===== config.mk =====
export PLATFORM = sky130hd
export DESIGN_NAME = pi_digit_stream
export DESIGN_NICKNAME = d
export VERILOG_FILES = /design/src/rtl/pi_digit_stream.sv
export SDC_FILE = /design/constraint.sdc
export NUM_CORES = 1
export LEC_CHECK = 0
export ABC_AREA = 1
export ABC_CLOCK_PERIOD_IN_PS = 12800
export BUFFER_PORTS_ARGS = -buffer_cell sky130_fd_sc_hd__buf_2
export CAP_MARGIN = 40
export CORE_AREA = 2 2 150 152
export CTS_CLUSTER_DIAMETER = 40
export DETAILED_ROUTE_END_ITERATION = 10
export DIE_AREA = 0 0 152 154
export PLACE_DENSITY = 0.57
export SKIP_LAST_GASP = 1
export SYNTH_ARGS = -nofsm -noshare
export SYNTH_HDL_FRONTEND = slang
export SYNTH_SLANG_ARGS = --single-unit

===== constraint.sdc =====
create_clock -name clk -period 12.8 [get_ports clk]
set_input_delay 2.56 -clock clk [delete_from_list [all_inputs] [get_ports clk]]
set_output_delay 2.56 -clock clk [all_outputs]
set_load 0.05 [all_outputs]

===== src/rtl/pi_digit_stream.sv =====
// Snapshots a radix-1000 limb vector, converts each limb to three BCD digits
// with a serial double-dabble converter and streams them out MSD first.
module pi_digit_stream #(
    parameter int L = 10,
    parameter int N = 10
) (
    input  logic           clk,
    input  logic           rst,
    input  logic           start,
    input  logic [L*N-1:0] sum_in,
    output logic           busy,
    output logic           done,
    output logic           dig_valid,
    input  logic           dig_ready,
    output logic [3:0]     dig,
    output logic [7:0]     dig_addr,
    output logic           dig_point,
    output logic           err
);
    localparam int IW = (L > 1) ? $clog2(L) : 1;
    localparam int CW = (N > 1) ? $clog2(N) : 1;

    typedef enum logic [1:0] {IDLE, CONV, EMIT, DONE} state_t;

    state_t         state_reg, state_next;
    logic [L*N-1:0] shadow_reg;
    logic [IW-1:0]  limb_idx_reg;
    logic [N-1:0]   shift_reg;
    logic [15:0]    bcd_reg;
    logic [15:0]    bcd_adj;
    logic [15:0]    bcd_next;
    logic [CW-1:0]  cnt_reg;
    logic [1:0]     slot_reg;
    logic [3:0]     dig_reg;
    logic [7:0]     dig_addr_reg;
    logic           dig_point_reg;
    logic           dig_valid_reg;
    logic           busy_reg;
    logic           done_reg;
    logic           err_reg;
    logic           xfer;
    logic           conv_last;

    assign xfer      = dig_valid_reg && dig_ready;
    assign conv_last = (cnt_reg == CW'(N - 1));

    // Add-3 correction on every nibble, then shift in the next limb bit.
    generate
        for (genvar gi = 0; gi < 4; gi++) begin : g_adj
            assign bcd_adj[gi*4 +: 4] = (bcd_reg[gi*4 +: 4] >= 4'd5) ?
                                        bcd_reg[gi*4 +: 4] + 4'd3 :
                                        bcd_reg[gi*4 +: 4];
        end
    endgenerate
    assign bcd_next = {bcd_adj[14:0], shift_reg[N-1]};

    // A nonzero thousands nibble means the limb was out of radix-1000 range.
    function automatic logic [3:0] pick(input logic [15:0] bcd, input logic [1:0] slot);
        logic [3:0] d;
        if (bcd[15:12] != 4'd0) begin
            d = 4'hF;
        end else begin
            case (slot)
                2'd0:    d = bcd[11:8];
                2'd1:    d = bcd[7:4];
                default: d = bcd[3:0];
            endcase
        end
        return d;
    endfunction

    always_ff @(posedge clk or posedge rst) begin
        if (rst) begin
            state_reg <= IDLE;
        end else begin
            state_reg <= state_next;
        end
    end

    always_comb begin
        state_next = state_reg;
        case (state_reg)
            IDLE: if (start) state_next = CONV;
            CONV: if (conv_last) state_next = EMIT;
            EMIT: begin
                if (xfer && slot_reg == 2'd2) begin
                    state_next = (limb_idx_reg == '0) ? DONE : CONV;
                end
            end
            DONE:    state_next = IDLE;
            default: state_next = IDLE;
        endcase
    end

    always_ff @(posedge clk or posedge rst) begin
        if (rst) begin
            shadow_reg    <= '0;
            limb_idx_reg  <= '0;
            shift_reg     <= '0;
            bcd_reg       <= '0;
            cnt_reg       <= '0;
            slot_reg      <= '0;
            dig_reg       <= '0;
            dig_addr_reg  <= '0;
            dig_point_reg <= 1'b0;
            dig_valid_reg <= 1'b0;
            busy_reg      <= 1'b0;
            done_reg      <= 1'b0;
            err_reg       <= 1'b0;
        end else begin
            dig_valid_reg <= (state_next == EMIT);
            done_reg      <= (state_next == DONE);
            case (state_reg)
                IDLE: begin
                    if (start) begin
                        shadow_reg    <= sum_in;
                        shift_reg     <= sum_in[N*(L-1) +: N];
                        limb_idx_reg  <= IW'(L - 1);
                        bcd_reg       <= '0;
                        cnt_reg       <= '0;
                        dig_addr_reg  <= '0;
                        dig_point_reg <= 1'b0;
                        err_reg       <= 1'b0;
                        busy_reg      <= 1'b1;
                    end
                end
                CONV: begin
                    shift_reg <= {shift_reg[N-2:0], 1'b0};
                    bcd_reg   <= bcd_next;
                    cnt_reg   <= conv_last ? '0 : cnt_reg + 1'b1;
                    if (conv_last) begin
                        slot_reg <= 2'd0;
                        dig_reg  <= pick(bcd_next, 2'd0);
                        if (bcd_next[15:12] != 4'd0) err_reg <= 1'b1;
                    end
                end
                EMIT: begin
                    if (xfer) begin
                        dig_addr_reg  <= dig_addr_reg + 8'd1;
                        dig_point_reg <= (dig_addr_reg + 8'd1 == 8'd3);
                        if (slot_reg != 2'd2) begin
                            slot_reg <= slot_reg + 2'd1;
                            dig_reg  <= pick(bcd_reg, slot_reg + 2'd1);
                        end else if (limb_idx_reg != '0) begin
                            // Shadow shifts up so the next limb is always just below the top.
                            limb_idx_reg <= limb_idx_reg - 1'b1;
                            shift_reg    <= shadow_reg[N*(L-1)-1 -: N];
                            shadow_reg   <= {shadow_reg[N*(L-1)-1:0], {N{1'b0}}};
                            bcd_reg      <= '0;
                            cnt_reg      <= '0;
                        end
                    end
                end
                DONE: busy_reg <= 1'b0;
                default: ;
            endcase
        end
    end

    assign busy      = busy_reg;
    assign done      = done_reg;
    assign dig_valid = dig_valid_reg;
    assign dig       = dig_reg;
    assign dig_addr  = dig_addr_reg;
    assign dig_point = dig_point_reg;
    assign err       = err_reg;
endmodule


# Word level (Yosys, flattened, before mapping)
# Index checks and enable logic that the tools add are counted.
op_classes:
  n_addsub: 8
  order_cmp: 4
  n_eq_ne: 17
  muxes: 57
  reduce_logical: 19
ops:
  columns: ["cell", "n"]
  rows:
  - ["two-way mux 90 bit", 4]
  - ["one-hot mux 90 bit (2 select lines)", 1]
  - ["two-way mux 4 bit", 17]
  - ["two-way mux 16 bit", 4]
  - ["one-hot mux 16 bit (3 select lines)", 1]
  - ["two-way mux 10 bit", 4]
  - ["one-hot mux 10 bit (3 select lines)", 1]
  - ["one-hot mux 4 bit (2 select lines)", 3]
  - [">= comparator 4 x 3 -> 1 bit, second input constant", 4]
  - ["two-way mux 8 bit", 2]
  - ["inequality test 2 bit, second input constant", 8]
  - ["one-hot mux 8 bit (2 select lines)", 1]
  - ["two-way mux 2 bit", 7]
  - ["adder 4 x 2 -> 4 bit, second input constant", 3]
  - ["one-hot mux 4 bit (3 select lines)", 1]
  - ["nonzero test 4 bit", 3]
  - ["== test 2 bit, second input constant", 5]
  - ["AND reduction 5 bit", 2]
  - ["adder 8 x 1 -> 8 bit, second input constant", 1]
  - ["== test 8 x 2 -> 1 bit, second input constant", 1]
  - ["one-hot mux 2 bit (4 select lines)", 1]
  - ["AND reduction 4 bit", 2]
  - ["nonzero test 2 bit", 4]
  - ["one-hot mux 1 bit (2 select lines)", 3]
  - ["other kinds (15)", 22]
word_totals:
  reg_bits: 145
  out_inout_bits: 17
  wordCells: 119

# Logic depth before layout (Yosys ltp)
# Gate-level depths: netlist of the first run.
depth:
  depth_word: 7
  ltp_mapped: 12

# Worst setup path before layout of the first run
# No wires, ideal clock.
synth_path:
  path_type: "input to register"
  startpoint: "input dig_ready"
  endpoint: "register limb_idx_reg[2]"
  arrival_ps: 3466
  path_slack_ps: 9198
  path_stages: 9
  path_cell_list: "nand2_1 nor2_1 nand2_1 nand2_1 nand2_2 buf_2 buf_4 nand2_1 o31ai_2"
synth_between:
  elab_chain_len: 3
synth_rtl:
  columns: ["item", "line", "source"]
  rows:
  - ["start, declared", "14", "input logic dig_ready,"]
  - ["logical AND 1 bit", "44", "assign xfer = dig_valid_reg && dig_ready;"]
  - ["inequality test 2 bit (no source line)", null, null]
  - ["AND reduction 5 bit (no source line)", null, null]
  - ["end signal, assigned", "118", "limb_idx_reg <= IW'(L - 1);"]
  - ["end signal, assigned", "146", "limb_idx_reg <= limb_idx_reg - 1'b1;"]
  - ["end, declared", "27", "logic [IW-1:0] limb_idx_reg;"]
# Every way passes these cells.
# A chain may end at the register's enable or synchronous reset.

# Final worst setup path of the first run
layout_path:
  startpoint: "input dig_ready"
  endpoint: "register bcd_reg[7]"
layout_between:
  elab_chain_len: 3
layout_rtl:
  columns: ["item", "line", "source"]
  rows:
  - ["logical AND 1 bit", "44", null]
  - ["inequality test 2 bit (no source line)", null, null]
  - ["AND reduction 5 bit (no source line)", null, null]
  - ["end signal, assigned", "129", "bcd_reg <= bcd_next;"]
  - ["end, declared", "29", "logic [15:0] bcd_reg;"]
# Every way passes these cells.

==> metrics.md, run 1 <==
| Metric | Value |
|---|---|
| Status | `finished clean` |
| PnR worst setup slack | `roughly 8.7 ns` |
| Period Utilization, post-route | `0.323` |
| Crit end category | `flip-flop` |
| Initial DRC count | `approximately 310` |
| Min-Delay Startpoint | `dig[1]` |
| Total core area | `about 22000 µm²` |
| Starting density of the core | `0.348` |
| Crit Path Class | `in -> reg` |
| H-tree depth | `4` |
| Vias | `around 6300` |
| Seq/Total Area, Yosys | `0.481` |
| CTS clk-pin slew, worst paths | `0.06 ns` |
| GRT overflow | `0` |
| Critical-path maximum fanout | `40` |
| Max reg flops | `90` |
| Ports | `between 100 and 150` |
| Global-route wire length before repair | `~30000 µm` |
| Layout Utilization | `0.416` |
| GRT Total Usage | `0.161` |
| CTS Buf Count | `17` |
| Dpl hpwl | `roughly 13000 µm` |
| Pre-CTS setup slack | `approximately 8.2 ns` |
| Chip Width | `between 150 and 200 µm` |
| Post-synthesis net count | `~1000` |
| Worst-margin pin slew | `0.905 ns` |
| Clock latency on the worst-skew pair | `roughly 0.42 ns` |
| CP arrival | `about 4.5 ns` |
| Detail Route Antenna Nets | `0` |
| Syn-to-layout area delta | `19.5%` |
| CTS root buf | `clkbuf_16` |
| Synthesized instance count | `roughly 900` |
| Startpoint types | `input pin` |
| Peak supply drop | `about 0.1 mV` |
| Clk buf depth | `2` |
| Per-cell routed wire length | `14.1 µm` |
| Share of cells above drive strength 1 | `0.189` |
| Net count of the finished layout | `1138` |
| Vert. Die Dim | `~150 µm` |
| Worst setup path start | `dig_ready` |
| Reg2reg start | `state_reg[0]` |
| RSZ-0062 raised after global routing | `no` |
| Number of max-cap violations | `0` |
| Setup_tns | `0 ns` |
| CTS Hold Bufs | `0` |
| Row Count | `54` |
| CP required | `~13 ns` |
| Pwr dens | `187 nW/µm²` |
| Post-DR vias/cell | `4.84` |
| Postcts setup bufs | `0` |
| Vias in the first global route | `approximately 6000` |
| Number of remaining DRC errors | `0` |
| DRT Wirelength | `~18000 µm` |
| # setup viols final | `0` |
| Port-buffer cells | `120` |
| Die area | `23400 µm²` |
| Synth Register Bits | `around 150` |
| Highest clock rate | `approximately 0.24 GHz` |
| CTS tree | `built` |
| Static Leak | `between 4 and 5 nW` |
| CTS resizes | `0` |
| Final std cells w/o fill | `1306` |
| Clock skew | `between 0.01 and 0.015 ns` |
| Final Hold Fails | `0` |
| Mapped Area | `7540 µm²` |
| Slew Limit Headroom | `0.397` |
| Reg2reg setup slack | `a little under 10 ns` |
| Yosys warns | `0` |
| Pins Over Slew Limit | `0` |
| Tmin final | `~4.1 ns` |
| Tightest Hold Check Type | `reg -> reg` |
| Largest net degree at the start of global routing | `141` |
| Sink Count | `about 150` |
| Syn Area/Cell | `~8.2 µm²` |
| Initial antenna violation count | `2` |
| Placed cells | `~1300` |
| TritonRoute pass-1 iters | `5` |
| Final RePlAce weighted congestion | `0.814` |
| Post-synth cell types | `35` |
[where the power goes]
group,leakage (nW),switching [mW],internal [mW]
Sequential,1.84,0.101,0.626
Combinational,2.36,0.251,0.158
Clock,0.315,0.201,0.353
[metrics by stage]
stage	total power [mW]	hold WS [ns]	instance area (µm²)
after floorplan	1.04	0.443	7540
after global placement	1.13	0.459	8280
after detailed placement	1.15	0.464	8360
after CTS	1.71	0.481	9020
after global routing	1.81	0.488	9020
final	1.69	0.476	9020
[cells in the final DEF, fill, tap and decap left out, drive strengths merged, types with 4 or more instances in the layout]
master,synthesis,layout
o31ai,84,84
clkbuf,19,20
a211oi,4,4
bufinv,0,5
o22ai,14,14
nor2,191,191
buf,31,126
ha,22,22
inv,67,68
o21ai,38,38
o211ai,4,4
nand2,215,215
dfrtp,145,145
xor2,5,5
a21oi,10,10
clkinv,1,6
nand3,47,47
nand4,4,4
[worst max-delay path: stages]
cell and delay, ns:
buf_2 0.08, nand2_1 0.06, nor2_1 0.17, nand2_1 0.08, nand2_1 0.20, nand2_2 0.17
inv_2 0.48, nand2_1 0.42, o22ai_1 0.22
[final timing paths]
check / endpoint / cells after the start
min in group asynchronous: shadow_reg[6] / 2
max in group asynchronous: shadow_reg[31] / 3
setup / recovery: bcd_reg[7] / 9
hold reg to reg: dig[1] / 2
setup reg to reg: limb_idx_reg[0] / 9
hold / removal: dig[1] / 2
[cells by family after synthesis]
| group | after synthesis | share of synthesized area |
|---|---|---|
| AO/OA/AOI/OAI | 162 | 0.162 |
| XOR/XNOR | 8 | 0.00929 |
| adder cells (fa/ha/maj) | 22 | 0.0365 |
| buffers and inverters | 118 | 0.0695 |
| flip-flops | 145 | 0.481 |
| AND/OR/NAND/NOR | 462 | 0.242 |
[per-layer routing]
layer | global-route usage | wire length, µm | vias up
met3 | 0.0375 | 776 | 14
met5 | 0 | 11 | -
met1 | 0.213 | 8670 | 2943
li1 | - | - | 3220
met4 | 0.0378 | 140 | 2
met2 | 0.268 | 8860 | 144
[cells in the mapped netlist (all sizes together)]
master	n	area, µm²
a211oi	4	30.0
a21oi	10	50.1
a221oi	1	8.76
a31oi	1	6.26
buf	31	198
clkbuf	19	71.3
clkinv	1	3.75
dfrtp	145	3630
ha	22	275
inv	67	251
nand2	215	812
nand3	47	235
nand3b	1	7.51
nand4	4	25.0
nor2	191	717
nor3	2	15.0
o211ai	4	30.0
o21a	2	15.0
o21ai	38	194
o221ai	3	26.3
o22ai	14	87.6
o31ai	84	766
o32ai	1	8.76
or2	2	12.5
xnor2	3	26.3
xor2	5	43.8
[final cells by class]
cell class / count / area (µm²)
Clock inverter: 12 / 206
Multi-Input combinational cell: 654 / 3420
Antenna cell: 1 / 2.50
Tap cell: 280 / 350
Clock buffer: 20 / 447
Inverter: 68 / 260
Fill cell: 2201 / 12700
Timing Repair Buffer: 126 / 706
Sequential cell: 145 / 3630
(Power assumes the default switching activity.)
==> run 2, diff against run 1 <==
- ABC_CLOCK_PERIOD_IN_PS: 12800 -> 3650
- PLACE_DENSITY: 0.57 -> 0.59
- clock period: 12.8 -> 3.65 ns (I/O delays scaled with it)
==> metrics.md, run 2 (synthesis gave the netlist of run 1 again) <==
| Metric | Value |
|---|---|
| Layout Utilization | `0.413 (-0.00300)` |
| RSZ-0062 raised after global routing | `no` |
| Final Hold Fails | `0 (unchanged)` |
| Most frequent cells in the layout | `nand2_1 (213), nor2_1 (191), dfrtp_1 (145)` |
| CTS tree | `built` |
| CP bufs+invs | `2 (unchanged)` |
| Starting density of the core | `0.348 (unchanged)` |
| Critical-path cell list | `inv_1, ha_1, nand2_1, o21ai_2, nand2_8, buf_12, o31ai_1` |
| Worst-margin pin slew | `0.844 ns (-0.0604 ns)` |
| Die area | `23400 µm² (unchanged)` |
| CP top delay family | `simple AND/OR/NAND/NOR gates` |
| Share of cells above drive strength 1 | `0.193 (+0.00353)` |
| Clock skew | `0.0124 ns (-0.000607 ns)` |
| Initial DRC count | `292 (-4.9%)` |
| Pins Over Slew Limit | `0 (unchanged)` |
| Post-DR vias/cell | `4.85 (+0.23%)` |
| Row Count | `54 (unchanged)` |
| Sink Count | `145 (unchanged)` |
| Clock latency on the worst-skew pair | `0.43 ns (about the same)` |
| CTS resizes | `0 (unchanged)` |
| Global-route wire length before repair | `31300 µm (+3.4%)` |
| Status | `finished clean` |
| CTS Hold Bufs | `0 (unchanged)` |
| Vias | `6357 (+0.54%)` |
| Crit Path Class | `reg -> reg` |
| Number of remaining DRC errors | `0 (unchanged)` |
| Detail Route Antenna Nets | `0 (unchanged)` |
| Pwr Total | `5.73 mW (+240%)` |
| Clk buf depth | `2 (unchanged)` |
| Chip Width | `152 µm (unchanged)` |
| Slowest-stage cell, CP | `dfrtp_1` |
| Startpoint types | `flip-flop` |
| Largest net degree at the start of global routing | `118 (-16%)` |
| CTS root buf | `clkbuf_16` |
| CTS clk-pin slew, worst paths | `0.07 ns (about the same)` |
| Pre-CTS setup slack | `1.10 ns (-7.12 ns)` |
| Slew Limit Headroom | `0.437 (+0.0403)` |
| Syn-to-layout area delta | `18.7%` |
| Number of max-cap violations | `0 (unchanged)` |
| Most common cell after layout, fill and taps aside | `nand2_1` |
| Crit end category | `flip-flop` |
| Peak supply drop | `0.298 mV (+200%)` |
| Period Utilization, post-route | `0.665` |
| Net count of the finished layout | `1140 (+0.18%)` |
| Initial antenna violation count | `5 (+3)` |
| Vert. Die Dim | `154 µm (unchanged)` |
| Per-cell routed wire length | `14.4 µm (+1.7%)` |
| PnR worst setup slack | `1.22 ns (-7.45 ns)` |
| Pwr dens | `640 nW/µm² (+240%)` |
| GRT Total Usage | `0.166 (+0.00553)` |
| Static Leak | `4.49 nW (-0.54%)` |
| TritonRoute pass-1 iters | `5 (unchanged)` |
| Dpl hpwl | `13100 µm (+3.5%)` |
| Setup_tns | `0 ns (unchanged)` |
| Total core area | `21700 µm² (unchanged)` |
| CP max stage delay | `0.44 ns (-0.04 ns)` |
| Critical-path maximum fanout | `117 (+190%)` |
| H-tree depth | `4 (unchanged)` |
| CP arrival | `2.75 ns (-1.71 ns)` |
| Vias in the first global route | `6151 (+1.9%)` |
| Highest clock rate | `just over 0.4 GHz` |
| Max reg flops | `90 (unchanged)` |
| Ports | `121 (unchanged)` |
| Port-buffer cells | `120 (unchanged)` |
| GRT overflow | `0 (unchanged)` |
| Final RePlAce weighted congestion | `0.826 (+1.5%)` |
| # setup viols final | `0 (unchanged)` |
| DRT Wirelength | `18800 µm (+2.0%)` |
| CP required | `3.97 ns (-9.16 ns)` |
| Tmin final | `2.43 ns` |
| Tightest Hold Check Type | `in -> async` |
| Postcts setup bufs | `0 (unchanged)` |
| CTS Buf Count | `17 (unchanged)` |
[run 2: cell type report]
class | count | area [µm²]
inverters | 68 | 259
flip-flops and latches | 145 | 3630
fillers | 2189 | 12700
repair buffers | 128 | 718
diodes | 3 | 7.51
clock buffers | 17 | 425
multi-input cells | 654 | 3420
well taps | 280 | 350
clock inverters | 15 | 146
[run 2: per-stage QoR]
stage / std cells / hold slack (ns) / cell area, µm²
after detailed placement: 1275 / 0.462 / 8370
after CTS: 1307 / 0.399 / 8950
final: 1310 / 0.379 / 8950
after global routing: 1307 / 0.420 / 8950
after global placement: 1274 / 0.458 / 8350
after floorplan: 917 / 0.443 / 7550
[run 2: worst paths after layout]
kind / startpoint / end / slack, ns / cells after the start
setup reg to reg: state_reg[1] / shadow_reg[77] / 1.22 / 7
setup / recovery: state_reg[1] / shadow_reg[77] / 1.22 / 7
min in group clk: shadow_reg[1] / shadow_reg[1] / 0.47 / 2
hold reg to reg: shadow_reg[1] / shadow_reg[1] / 0.47 / 2
hold / removal: rst / shadow_reg[8] / 0.38 / 2
max in group asynchronous: rst / dig_point / 2.53 / 3
[run 2: power breakdown]
group	internal [mW]	switching, mW
Combinational	0.556	0.899
Clock	0.961	0.778
Sequential	2.19	0.345
Total	3.71	2.02
[run 2: routing by layer]
metal  share of wire  GRT usage  wire length, µm
met4           0.014     0.0614              271
met3           0.054     0.0397             1020
met2            0.47      0.271             8880
met1            0.46      0.216             8620
met5          0.0024          0               45
==> run 3, diff against run 2 <==
- ABC_AREA: 1 -> 0
- ABC_CLOCK_PERIOD_IN_PS: 3650 -> 2300
- CORE_AREA: 2 2 150 152 -> 2 2 148 150
- DIE_AREA: 0 0 152 154 -> 0 0 150 152
- PLACE_DENSITY: 0.59 -> 0.57
- clock period: 3.65 -> 2.3 ns (I/O delays scaled with it)
==> metrics.md, run 3 <==
| Metric | Value |
|---|---|
| Main synth FF type | `dfrtp_1` |
| Sink Count | `145 (unchanged)` |
| Tmin final | `2.12 ns (-0.307 ns)` |
| Crit end category | `flip-flop` |
| Per-cell routed wire length | `15.3 µm (+6.6%)` |
| Peak supply drop | `0.606 mV (+100%)` |
| Most frequent cells in the layout | `dfrtp_1 (145), nand2_1 (143), o21ai_0 (131)` |
| # setup viols final | `0 (unchanged)` |
| Dpl cell area | `8260 µm² (-1.4%)` |
| Detail Route Antenna Nets | `0 (unchanged)` |
| CP required | `2.60 ns (-1.37 ns)` |
| FF-to-FF End | `dig[3]` |
| Async SR Flop Fraction | `1.00 (unchanged)` |
| Status | `finished clean` |
| Share of cells above drive strength 1 | `0.208 (+0.0153)` |
| GRT overflow | `0 (unchanged)` |
| Worst-margin pin slew | `0.592 ns (-0.252 ns)` |
| Die area | `22800 µm² (-2.6%)` |
| Layout Utilization | `0.413 (+0.000555)` |
| Initial DRC count | `241 (-17%)` |
| Syn Area/Cell | `9.73 µm² (+18%)` |
| Post-synth EDFFs | `0 (unchanged)` |
| Static Leak | `3.87 nW (-14%)` |
| Final RePlAce weighted congestion | `0.786 (-4.9%)` |
| Synth area leaders | `dfrtp_1 (50%), mux2i_1 (12%), o21ai_0 (9.0%)` |
| Net count of the finished layout | `983 (-14%)` |
| Count leader, synth | `dfrtp_1` |
| Pins Over Slew Limit | `0 (unchanged)` |
| Seq/Total Area, Yosys | `0.498 (+0.0171)` |
| Fin area | `8830 µm² (-1.4%)` |
| Post-synthesis net count | `875 (-16%)` |
| H-tree depth | `4 (unchanged)` |
| Most instantiated cells after synthesis | `dfrtp_1 (145), nand2_1 (144), o21ai_0 (131)` |
| Final Hold Fails | `0 (unchanged)` |
| Synth top area share | `0.498 (+0.0171)` |
| Tightest Hold Check Type | `in -> async` |
| Initial antenna violation count | `5 (unchanged)` |
| Post-DR vias/cell | `4.88 (+0.62%)` |
| Critical-path cell list | `inv_1, ha_1, nand2b_2, a2111oi_4, o2111ai_4, a2111oi_2, o31ai_1` |
| Crit Path Class | `reg -> reg` |
| Synth Register Bits | `145 (unchanged)` |
| Max reg flops | `90 (unchanged)` |
| Fill cells | `2155 (-1.6%)` |
| Row Count | `54 (unchanged)` |
| CTS clk-pin slew, worst paths | `0.07 ns (about the same)` |
| Top cell type by total area after synthesis | `dfrtp_1` |
| Most common cell after layout, fill and taps aside | `dfrtp_1` |
| Number of max-cap violations | `0 (unchanged)` |
| Clock skew | `0.0172 ns (+0.00480 ns)` |
| Vias in the first global route | `5824 (-5.3%)` |
| Port-buffer cells | `120 (unchanged)` |
| Slew Limit Headroom | `0.605 (+0.168)` |
| Largest net degree at the start of global routing | `107 (-9.3%)` |
| Slowest-stage cell, CP | `dfrtp_1` |
| RSZ-0062 raised after global routing | `yes` |
| Number of remaining DRC errors | `0 (unchanged)` |
| Global-route wire length before repair | `29800 µm (-4.8%)` |
| Vert. Die Dim | `152 µm (-1.3%)` |
| Final std cells w/o fill | `1153 (-12%)` |
| DRT Wirelength | `17700 µm (-6.2%)` |
| Starting density of the core | `0.341 (-0.00663)` |
| Ports | `121 (unchanged)` |
| Synthesized instance count | `749 (-18%)` |
| Reg2reg start | `bcd_reg[12]` |
| Placed cells | `1118 (-12%)` |
| CTS tree | `built` |
| Clock latency on the worst-skew pair | `0.44 ns (about the same)` |
| Period Utilization, post-route | `0.922 (+0.257)` |
| Clk buf depth | `2 (unchanged)` |
| Hold_ws | `0.183 ns (-0.196 ns)` |
| Mapped Area | `7290 µm² (-3.4%)` |
| Worst R2R Path Depth | `7 (unchanged)` |
| GRT Total Usage | `0.165 (-0.00120)` |
| CTS root buf | `clkbuf_16` |
| Reg2reg setup slack | `0.18 ns (-1.04 ns)` |
| CTS Hold Bufs | `0 (unchanged)` |
| Chip Width | `150 µm (-1.3%)` |
| TritonRoute pass-1 iters | `4 (-1)` |
| CTS Buf Count | `17 (unchanged)` |
| Vias | `5630 (-11%)` |
| CP max stage delay | `0.45 ns (about the same)` |
| Yosys warns | `0 (unchanged)` |
| Critical-path maximum fanout | `5 (-96%)` |
| Postcts setup bufs | `0 (unchanged)` |
| Syn-to-layout area delta | `21.1%` |
| Dpl hpwl | `12400 µm (-5.9%)` |
| Pwr dens | `1100 nW/µm² (+72%)` |
| Post-synth cell types | `48 (+37%)` |
| CP arrival | `2.42 ns (-0.33 ns)` |
| Startpoint types | `flip-flop` |
| Total core area | `21400 µm² (-1.6%)` |
| Highest clock rate | `0.472 GHz (+15%)` |
run 3: cell types whose count changed in the layout (fill, tap and decap cells not counted), moves of 29 or more:
cell     delta
nand3_1    -29
nand2_1    -70
mux2i_1    +87
nor2_1    -172
o31ai_1    -51
inv_1      -44
o21ai_0    +95
run 3: report_power, final:
part           leakage, nW  internal (mW)  switching, mW
clock                0.271           1.41           1.22
combinational         1.76           1.17           1.75
sequential            1.84           3.55          0.641
run 3: kinds of logic (layout without fill, tap and decap cells):
group / Yosys count / after routing / synth area share
AO/OA/AOI/OAI: 208 / 208 / 0.174
AND/OR/NAND/NOR: 212 / 212 / 0.124
other: 0 / 3 / 0
multiplexers: 87 / 87 / 0.120
adder cells (fa/ha/maj): 22 / 22 / 0.0378
flip-flops: 145 / 145 / 0.498
XOR/XNOR: 6 / 6 / 0.00721
buffers and inverters: 69 / 190 / 0.0393
run 3: what timing repair did:
action | in CTS | in global routing
endpoints found under the setup margin | 0 | 7
gates resized for setup | 0 | 2
endpoints found under the hold margin | 0 | 0
run 3: metal layers:
layer / GRT usage / wire [µm] / share of wire / vias to the layer above
li1: - / - / - / 2849
met1: 0.211 / 7790 / 0.44 / 2627
met2: 0.259 / 8420 / 0.48 / 122
met3: 0.0646 / 1170 / 0.066 / 26
met4: 0.0490 / 257 / 0.015 / 6
met5: 0 / 39 / 0.0022 / -
run 3: worst max-delay path: cells and delay by family, from the launching register on:
family / cells / cell delay (ns)
and+or+nand+nor: 1 / 0.11
AOI/OAI and AO/OA: 4 / 1.09
adders and majority gates: 1 / 0.26
buffers and inverters: 1 / 0.12
DFF: 1 / 0.45
run 3: how the worst max path moves through the flow:
stage,depth (start not counted),endpoint,slack (ns),from
after floorplan,1,bcd_reg[0],0.02,rst
after global placement,7,dig[3],0.16,bcd_reg[12]
after detailed placement,7,dig[3],0.12,bcd_reg[12]
after CTS,7,dig[3],0.10,bcd_reg[12]
after global routing,7,dig[3],-0.04,bcd_reg[12]
final,7,dig[3],0.18,bcd_reg[12]
run 3: cell type report:
class	instances	area (µm²)	area share
Antenna cell	3	7.51	0.000851
Clock buffer	17	425	0.0482
Clock inverter	15	125	0.0142
Inverter	21	82.6	0.00936
Multi-Input combinational cell	535	3400	0.386
Sequential cell	145	3630	0.411
Tap cell	280	350	0.0397
Timing Repair Buffer	137	803	0.0910
run 3: per-stage QoR:
step                      setup slack (ns)  power, mW  TNS (ns)
after floorplan                     0.0210       6.25         0
after global placement               0.162       7.13         0
after detailed placement             0.124       7.21         0
after CTS                            0.103       9.88         0
after global routing               -0.0417       10.6   -0.0417
final                                0.180       9.74         0
